[src/rtl/rst_sequencer.sv]
// Staged reset-release controller: releases NUM_STAGES reset domains in order, waiting for each ack.
// Optional macro RST_SEQ_MONITOR_EN adds a post-completion ack-drop monitor.
module rst_sequencer #(
    parameter int NUM_STAGES = 4,
    parameter int STAGE_DLY  = 16,
    parameter int TIMEOUT    = 100,
    parameter int CNT_W      = 8,
    parameter int IDX_W      = 2
) (
    input  logic                  CLK,
    input  logic                  RST,
    input  logic [NUM_STAGES-1:0] STAGE_ACK,
    output logic [NUM_STAGES-1:0] STAGE_RST_N,
    output logic                  SEQ_DONE,
    output logic                  SEQ_ERR,
    output logic [IDX_W-1:0]      ERR_STAGE
);

    typedef enum logic [1:0] {
        S_DELAY    = 2'd0,
        S_WAIT_ACK = 2'd1,
        S_DONE     = 2'd2,
        S_ERROR    = 2'd3
    } state_e;

    localparam logic [CNT_W-1:0] DLY_LAST = CNT_W'(STAGE_DLY - 1);
    localparam logic [CNT_W-1:0] TO_LAST  = CNT_W'(TIMEOUT - 1);
    localparam logic [IDX_W-1:0] IDX_LAST = IDX_W'(NUM_STAGES - 1);
    localparam int               IDX_REQ  = (NUM_STAGES > 1) ? $clog2(NUM_STAGES) : 1;

    generate
        if (NUM_STAGES < 1) begin : g_bad_stages
            $error("rst_sequencer: NUM_STAGES must be at least 1");
        end
        if (STAGE_DLY < 1) begin : g_bad_dly
            $error("rst_sequencer: STAGE_DLY must be at least 1");
        end
        if (TIMEOUT < 1) begin : g_bad_timeout
            $error("rst_sequencer: TIMEOUT must be at least 1");
        end
        if ((STAGE_DLY - 1) >= (2 ** CNT_W) || (TIMEOUT - 1) >= (2 ** CNT_W)) begin : g_bad_cnt_w
            $error("rst_sequencer: CNT_W too narrow for STAGE_DLY/TIMEOUT");
        end
        if (IDX_W != IDX_REQ) begin : g_bad_idx_w
            $error("rst_sequencer: IDX_W must equal clog2(NUM_STAGES), minimum 1");
        end
    endgenerate

    state_e                  state_q, state_d;
    logic [IDX_W-1:0]        idx_q, idx_d;
    logic [CNT_W-1:0]        cnt_q, cnt_d;
    logic [NUM_STAGES-1:0]   rst_n_q, rst_n_d;
    logic                    done_q, done_d;
    logic                    err_q, err_d;
    logic [IDX_W-1:0]        err_stage_q, err_stage_d;
    logic                    ack_cur;

    assign ack_cur = STAGE_ACK[idx_q];

`ifdef RST_SEQ_MONITOR_EN
    logic [IDX_W-1:0] drop_idx;

    // Scan from the top so the lowest dropped stage is the one that sticks.
    always_comb begin
        drop_idx = '0;
        for (int i = NUM_STAGES - 1; i >= 0; i--) begin
            if (!STAGE_ACK[i]) drop_idx = IDX_W'(i);
        end
    end
`endif

    // NOTE: every variable gets its hold value before the case so no path leaves it unassigned (no latches).
    always_comb begin
        state_d     = state_q;
        idx_d       = idx_q;
        cnt_d       = cnt_q;
        rst_n_d     = rst_n_q;
        done_d      = done_q;
        err_d       = err_q;
        err_stage_d = err_stage_q;

        case (state_q)
            S_DELAY: begin
                if (cnt_q == DLY_LAST) begin
                    rst_n_d[idx_q] = 1'b1;
                    cnt_d          = '0;
                    state_d        = S_WAIT_ACK;
                end else begin
                    cnt_d = cnt_q + 1'b1;
                end
            end

            S_WAIT_ACK: begin
                // An ack arriving on the timeout edge is still honoured.
                if (ack_cur) begin
                    if (idx_q == IDX_LAST) begin
                        state_d = S_DONE;
                        done_d  = 1'b1;
                    end else begin
                        idx_d   = idx_q + 1'b1;
                        cnt_d   = '0;
                        state_d = S_DELAY;
                    end
                end else if (cnt_q == TO_LAST) begin
                    state_d        = S_ERROR;
                    err_d          = 1'b1;
                    err_stage_d    = idx_q;
                    rst_n_d[idx_q] = 1'b0;
                end else begin
                    cnt_d = cnt_q + 1'b1;
                end
            end

            S_DONE: begin
`ifdef RST_SEQ_MONITOR_EN
                if (!(&STAGE_ACK)) begin
                    err_d       = 1'b1;
                    err_stage_d = drop_idx;
                    state_d     = S_ERROR;
                end
`endif
            end

            S_ERROR: begin
            end
        endcase
    end

    // NOTE: reset here is synchronous and active-high because the input is already synchronized upstream.
    always_ff @(posedge CLK) begin
        if (RST) begin
            state_q     <= S_DELAY;
            idx_q       <= '0;
            cnt_q       <= '0;
            rst_n_q     <= '0;
            done_q      <= 1'b0;
            err_q       <= 1'b0;
            err_stage_q <= '0;
        end else begin
            state_q     <= state_d;
            idx_q       <= idx_d;
            cnt_q       <= cnt_d;
            rst_n_q     <= rst_n_d;
            done_q      <= done_d;
            err_q       <= err_d;
            err_stage_q <= err_stage_d;
        end
    end

    assign STAGE_RST_N = rst_n_q;
    assign SEQ_DONE    = done_q;
    assign SEQ_ERR     = err_q;
    assign ERR_STAGE   = err_stage_q;

endmodule
[config.mk]
export PLATFORM = sky130hd
export DESIGN_NAME = rst_sequencer
export DESIGN_NICKNAME = d
export VERILOG_FILES = /design/src/rtl/rst_sequencer.sv
export SDC_FILE = /design/constraint.sdc
export NUM_CORES = 1
export LEC_CHECK = 0
export ABC_AREA = 1
export BUFFER_PORTS_ARGS = -buffer_cell sky130_fd_sc_hd__clkbuf_2
export CORE_ASPECT_RATIO = 1.4
export CORE_UTILIZATION = 35
export DETAILED_ROUTE_END_ITERATION = 10
export PLACE_DENSITY = 0.64
export SYNTH_ARGS = -nofsm -noshare
export SYNTH_HDL_FRONTEND = slang
export SYNTH_SLANG_ARGS = --single-unit
[constraint.sdc]
create_clock -name CLK -period 2.01 [get_ports CLK]
set_clock_uncertainty 0.05 [all_clocks]
set_input_delay 0.402 -clock CLK [delete_from_list [all_inputs] [get_ports CLK]]
set_output_delay 0.402 -clock CLK [all_outputs]
set_load 0.02 [all_outputs]
# Word level (Yosys, flattened, before mapping)
# Cells that the tools add are included.
[totals]
elab_cells = 53
ff_bits = 20
[op_classes]
n_mux = 18
n_addsub = 2
bitwise_logic = 5
reduce_logical = 9
n_eq_ne = 10
magnitude_cmp = 2
[op_table]
columns = ["cell", "n"]
rows = [
  ["8-bit two-way mux", 4],
  ["8-bit case mux with 2 select lines", 1],
  ["3-bit AND reduction", 5],
  ["4-bit two-way mux", 3],
  ["3-bit != test, second input constant", 3],
  ["8-bit by 1-bit adder with 8-bit output, second input constant", 1],
  ["8-bit by 4-bit equality test with 1-bit output, second input constant", 1],
  ["8-bit by 7-bit equality test with 1-bit output, second input constant", 1],
  ["2-bit two-way mux", 4],
  ["4-bit case mux with 2 select lines", 1],
  ["2-bit != test, second input constant", 3],
  ["4-bit AND", 1],
  ["4-bit inverter", 1],
  ["4-bit OR", 1],
  ["2-bit case mux with 2 select lines", 1],
  ["4-bit AND reduction", 1],
  ["2-bit by 3-bit less-than comparator with 1-bit output, second input constant", 1],
  ["2-bit by 1-bit adder with 2-bit output, second input constant", 1],
  ["1-bit binary-select mux with 2-bit select", 1],
  ["1-bit demux with 2-bit select", 1],
  ["2-bit by 1-bit equality test with 1-bit output, second input constant", 1],
  ["2-bit equality test, second input constant", 1],
  ["2-bit by 1-bit greater-or-equal comparator with 1-bit output, second input constant", 1],
  ["2-bit logical NOT", 1],
  ["4 further kinds", 6],
]

# Logic depth before layout (Yosys ltp)
[depth]
depth_word = 9
depth_mapped = 10
ltp_nobuf = 9

# Worst setup path after synthesis
# No wires, ideal clock.
[synth_path]
path_kind = "register to register"
startpoint = "reg idx_q[0]"
endpoint = "reg cnt_q[7]"
path_stages_with_launch = 8
path_buffers = 1
path_slack_ps = 612
arrival_ps = 1237
period_less_slack_ps = 1398
cell_sequence = "dfxtp_1 ha_1 nand4_2 nand3_4 buf_6 nand2_2 nand2_1 nor2_1"
[synth_between]
elab_chain_cells = 4
[synth_lines]
columns = ["element", "line", "text"]
rows = [
  ["start: declaration", "50", "logic [IDX_W-1:0] idx_q, idx_d;"],
  ["start signal: assignment", "141", "idx_q <= idx_d;"],
  ["1-bit binary-select mux with 2-bit select", "58", "assign ack_cur = STAGE_ACK[idx_q];"],
  ["1-bit two-way mux (implied by the code)", "58", ""],
  ["3-bit != test (no line) or 8-bit two-way mux (tied branches)", "-", ""],
  ["3-bit AND reduction (no line) or 8-bit case mux with 2 select lines (tied branches)", "-", ""],
  ["end signal: assignment", "142", "cnt_q <= cnt_d;"],
  ["end: declaration", "51", "logic [CNT_W-1:0] cnt_q, cnt_d;"],
]
# Parallel ways exist; a longest one is shown, timed or not. The select of a mux whose other input is x is not followed.
# A chain may end at the register's enable or synchronous reset.

# Worst setup path in the final report
[layout_path]
startpoint = "reg idx_q[0]"
endpoint = "reg cnt_q[2]"
# Same word-level chain as after synthesis.

==> flow_metrics.tcl <==
set metrics [dict create \
    outcome "complete, no violations" \
    syn_avg_cell_area_um2 7.10 \
    synth-edff-count 0 \
    cp.depth 6 \
    r2r_start "idx_q[0]" \
    cp-startpoint "idx_q[0]" \
    syn-num-nets 184 \
    cts_sinks 20 \
    grt_pass1_wl_um 4130 \
    yosys_warnings 0 \
    crit_type "reg2reg" \
    ys.flop_type "dfxtp_1" \
    power_leakage_nw 0.654 \
    finalSetupTns_ns 0 \
    die_area_um2 3750 \
    initialDrtViolationCount 22 \
    crit_path_max_fanout 14 \
    final_hold_viol_count 0 \
    ys_seq_area_frac 0.326 \
    instances_no_fill 226 \
    cts_buffers 3 \
    dieHeight_um 72.1 \
    syn_inst 173 \
    die_w_um 52.1 \
    drive_gt1_frac 0.188 \
    start_util 0.364 \
    max_stage_delay_ns 0.49 \
    final_util 0.403 \
    clkTransAtPathRegs_ns 0.07 \
    num_rows 25 \
    clk_latency_ns 0.26 \
    timing.hold.ws_ns 0.380 \
    syn2layout_area_growth_pct 10.9 \
    worst_pin_slew_ns 0.375 \
    ys_ff_latch 20 \
    crit_chain "ha_1 -> nand4_2 -> nand3_4 -> nand2_1 -> nand2_1 -> nor2_1" \
    period_needed_ns 1.60 \
    rr_worst_depth 6 \
    ys_types 24 \
    postCtsSetupBuffers 0 \
    fillers 357 \
    crit_arrival_ns 1.71 \
    fin_crit_sh 0.797 \
    slew_violations 0 \
    ant_nets 0 \
    coreArea_um2 3380 \
    layout_common_cells "inv_1 (31), nand2_1 (31), nor2_1 (29)" \
    max_freq_ghz 0.624 \
    cts_max_level 1 \
    clock_path_buffers 2 \
    grt_pass1_vias 1015 \
    hold_start "RST" \
    wl_um 2300 \
    hp-class "in2reg" \
    cts_resized 0 \
    peakVddDrop_mv 0.238 \
    cts-hold-fix-buffers 0 \
    synthesis.area_um2 1230 \
    viasPerCell 4.60 \
    critPathTopFamily "simple AND/OR/NAND/NOR gates" \
    cap_violations 0 \
    startpoint_type "flop" \
    final_nets 199 \
    crit_buf_inv 0 \
    ios 14 \
    port_buffers 13 \
    cpMostUsedCell "nand2_1" \
    dpl.hpwl_um 1790 \
    antenna_cells 0 \
    dr.pass1.iters 4 \
    worst_setup_path_end_kind "flop" \
    cp_data_required_time_ns 2.11 \
    dp.cells 223 \
    power.density_nw_per_um2 524 \
    rsz0062_at_grt "no" \
    preCtsSetupSlack_ns 0.412 \
    wire_per_inst_um 10.2 \
    root_buffer "clkbuf_8" \
    drc 0 \
    async_flop_share 0 \
    setup_viol 0 \
    antenna_found_initial 0 \
    grt_max_degree 15 \
    grt_usage 0.146 \
    crit_slowest_cell "dfxtp_1" \
    vias 1040 \
    layout_setup_ws_ns 0.409 \
    tritoncts "built" \
    worstHoldPathCells 2 \
    slew-limit-headroom 0.749 \
    routabilityCongestion 0.769 \
    overflow 0 \
]
[logic make-up (layout without fill, tap and decap cells)]
group                      after synthesis  in the layout  share of synthesized area
AOI/OAI and AO/OA                       18             18                     0.0917
xor gates and xnor gates                 2              2                     0.0143
adders and majority gates                5              5                     0.0509
buffers and inverters                   36             49                      0.119
and+or+nand+nor                         92             92                      0.398
DFF                                     20             20                      0.326
[cell usage after synthesis (all sizes together), types with 2 or more instances]
| library cell | n | area, µm² |
|---|---|---|
| nand4 | 4 | 31.3 |
| o21ai | 5 | 28.8 |
| o21bai | 3 | 33.8 |
| dfxtp | 20 | 400 |
| clkbuf | 2 | 11.3 |
| nor2 | 31 | 140 |
| nand3 | 18 | 145 |
| nor3 | 3 | 15.0 |
| a21oi | 10 | 50.1 |
| xor2 | 2 | 17.5 |
| ha | 5 | 62.6 |
| inv | 33 | 124 |
| nand2 | 36 | 158 |
[metrics by stage]
step                      total power (W)  cell area [µm²]
after floorplan                  0.000448             1230
after global placement           0.000458             1320
after detailed placement         0.000459             1320
after CTS                        0.000725             1360
after global routing             0.000749             1360
final                            0.000714             1360
[power breakdown]
part           internal, W   total, W  leakage (nW)  switching (W)
registers         0.000401   0.000407         0.162     0.00000555
logic            0.0000184  0.0000424         0.471      0.0000240
clock network     0.000134   0.000264        0.0216       0.000131
total             0.000554   0.000714         0.654       0.000160
[per-layer routing]
| metal | wire length [µm] | vias to the layer above | track usage |
|---|---|---|---|
| li1 | - | 562 | - |
| met1 | 1030 | 461 | 0.168 |
| met2 | 1180 | 13 | 0.258 |
| met4 | 50 | 0 | 0.0721 |
| met3 | 44 | 4 | 0.0189 |
| met5 | 0 | - | 0 |
[final cells by class]
cell class	instances	area (µm²)	share of cell area
multi-input combinational	117	682	0.500
timing repair buffer	13	65.1	0.0478
inverter	33	124	0.0909
tap	40	50.0	0.0367
sequential	20	400	0.294
clock buffer	3	41.3	0.0303
[final timing paths]
kind | to | slack (ns)
setup / recovery | cnt_q[2] | 0.41
hold / removal | SEQ_DONE | 0.38
setup reg to reg | cnt_q[2] | 0.41
hold reg to reg | SEQ_DONE | 0.40
Note: power is estimated with default switching activity, not from simulation.
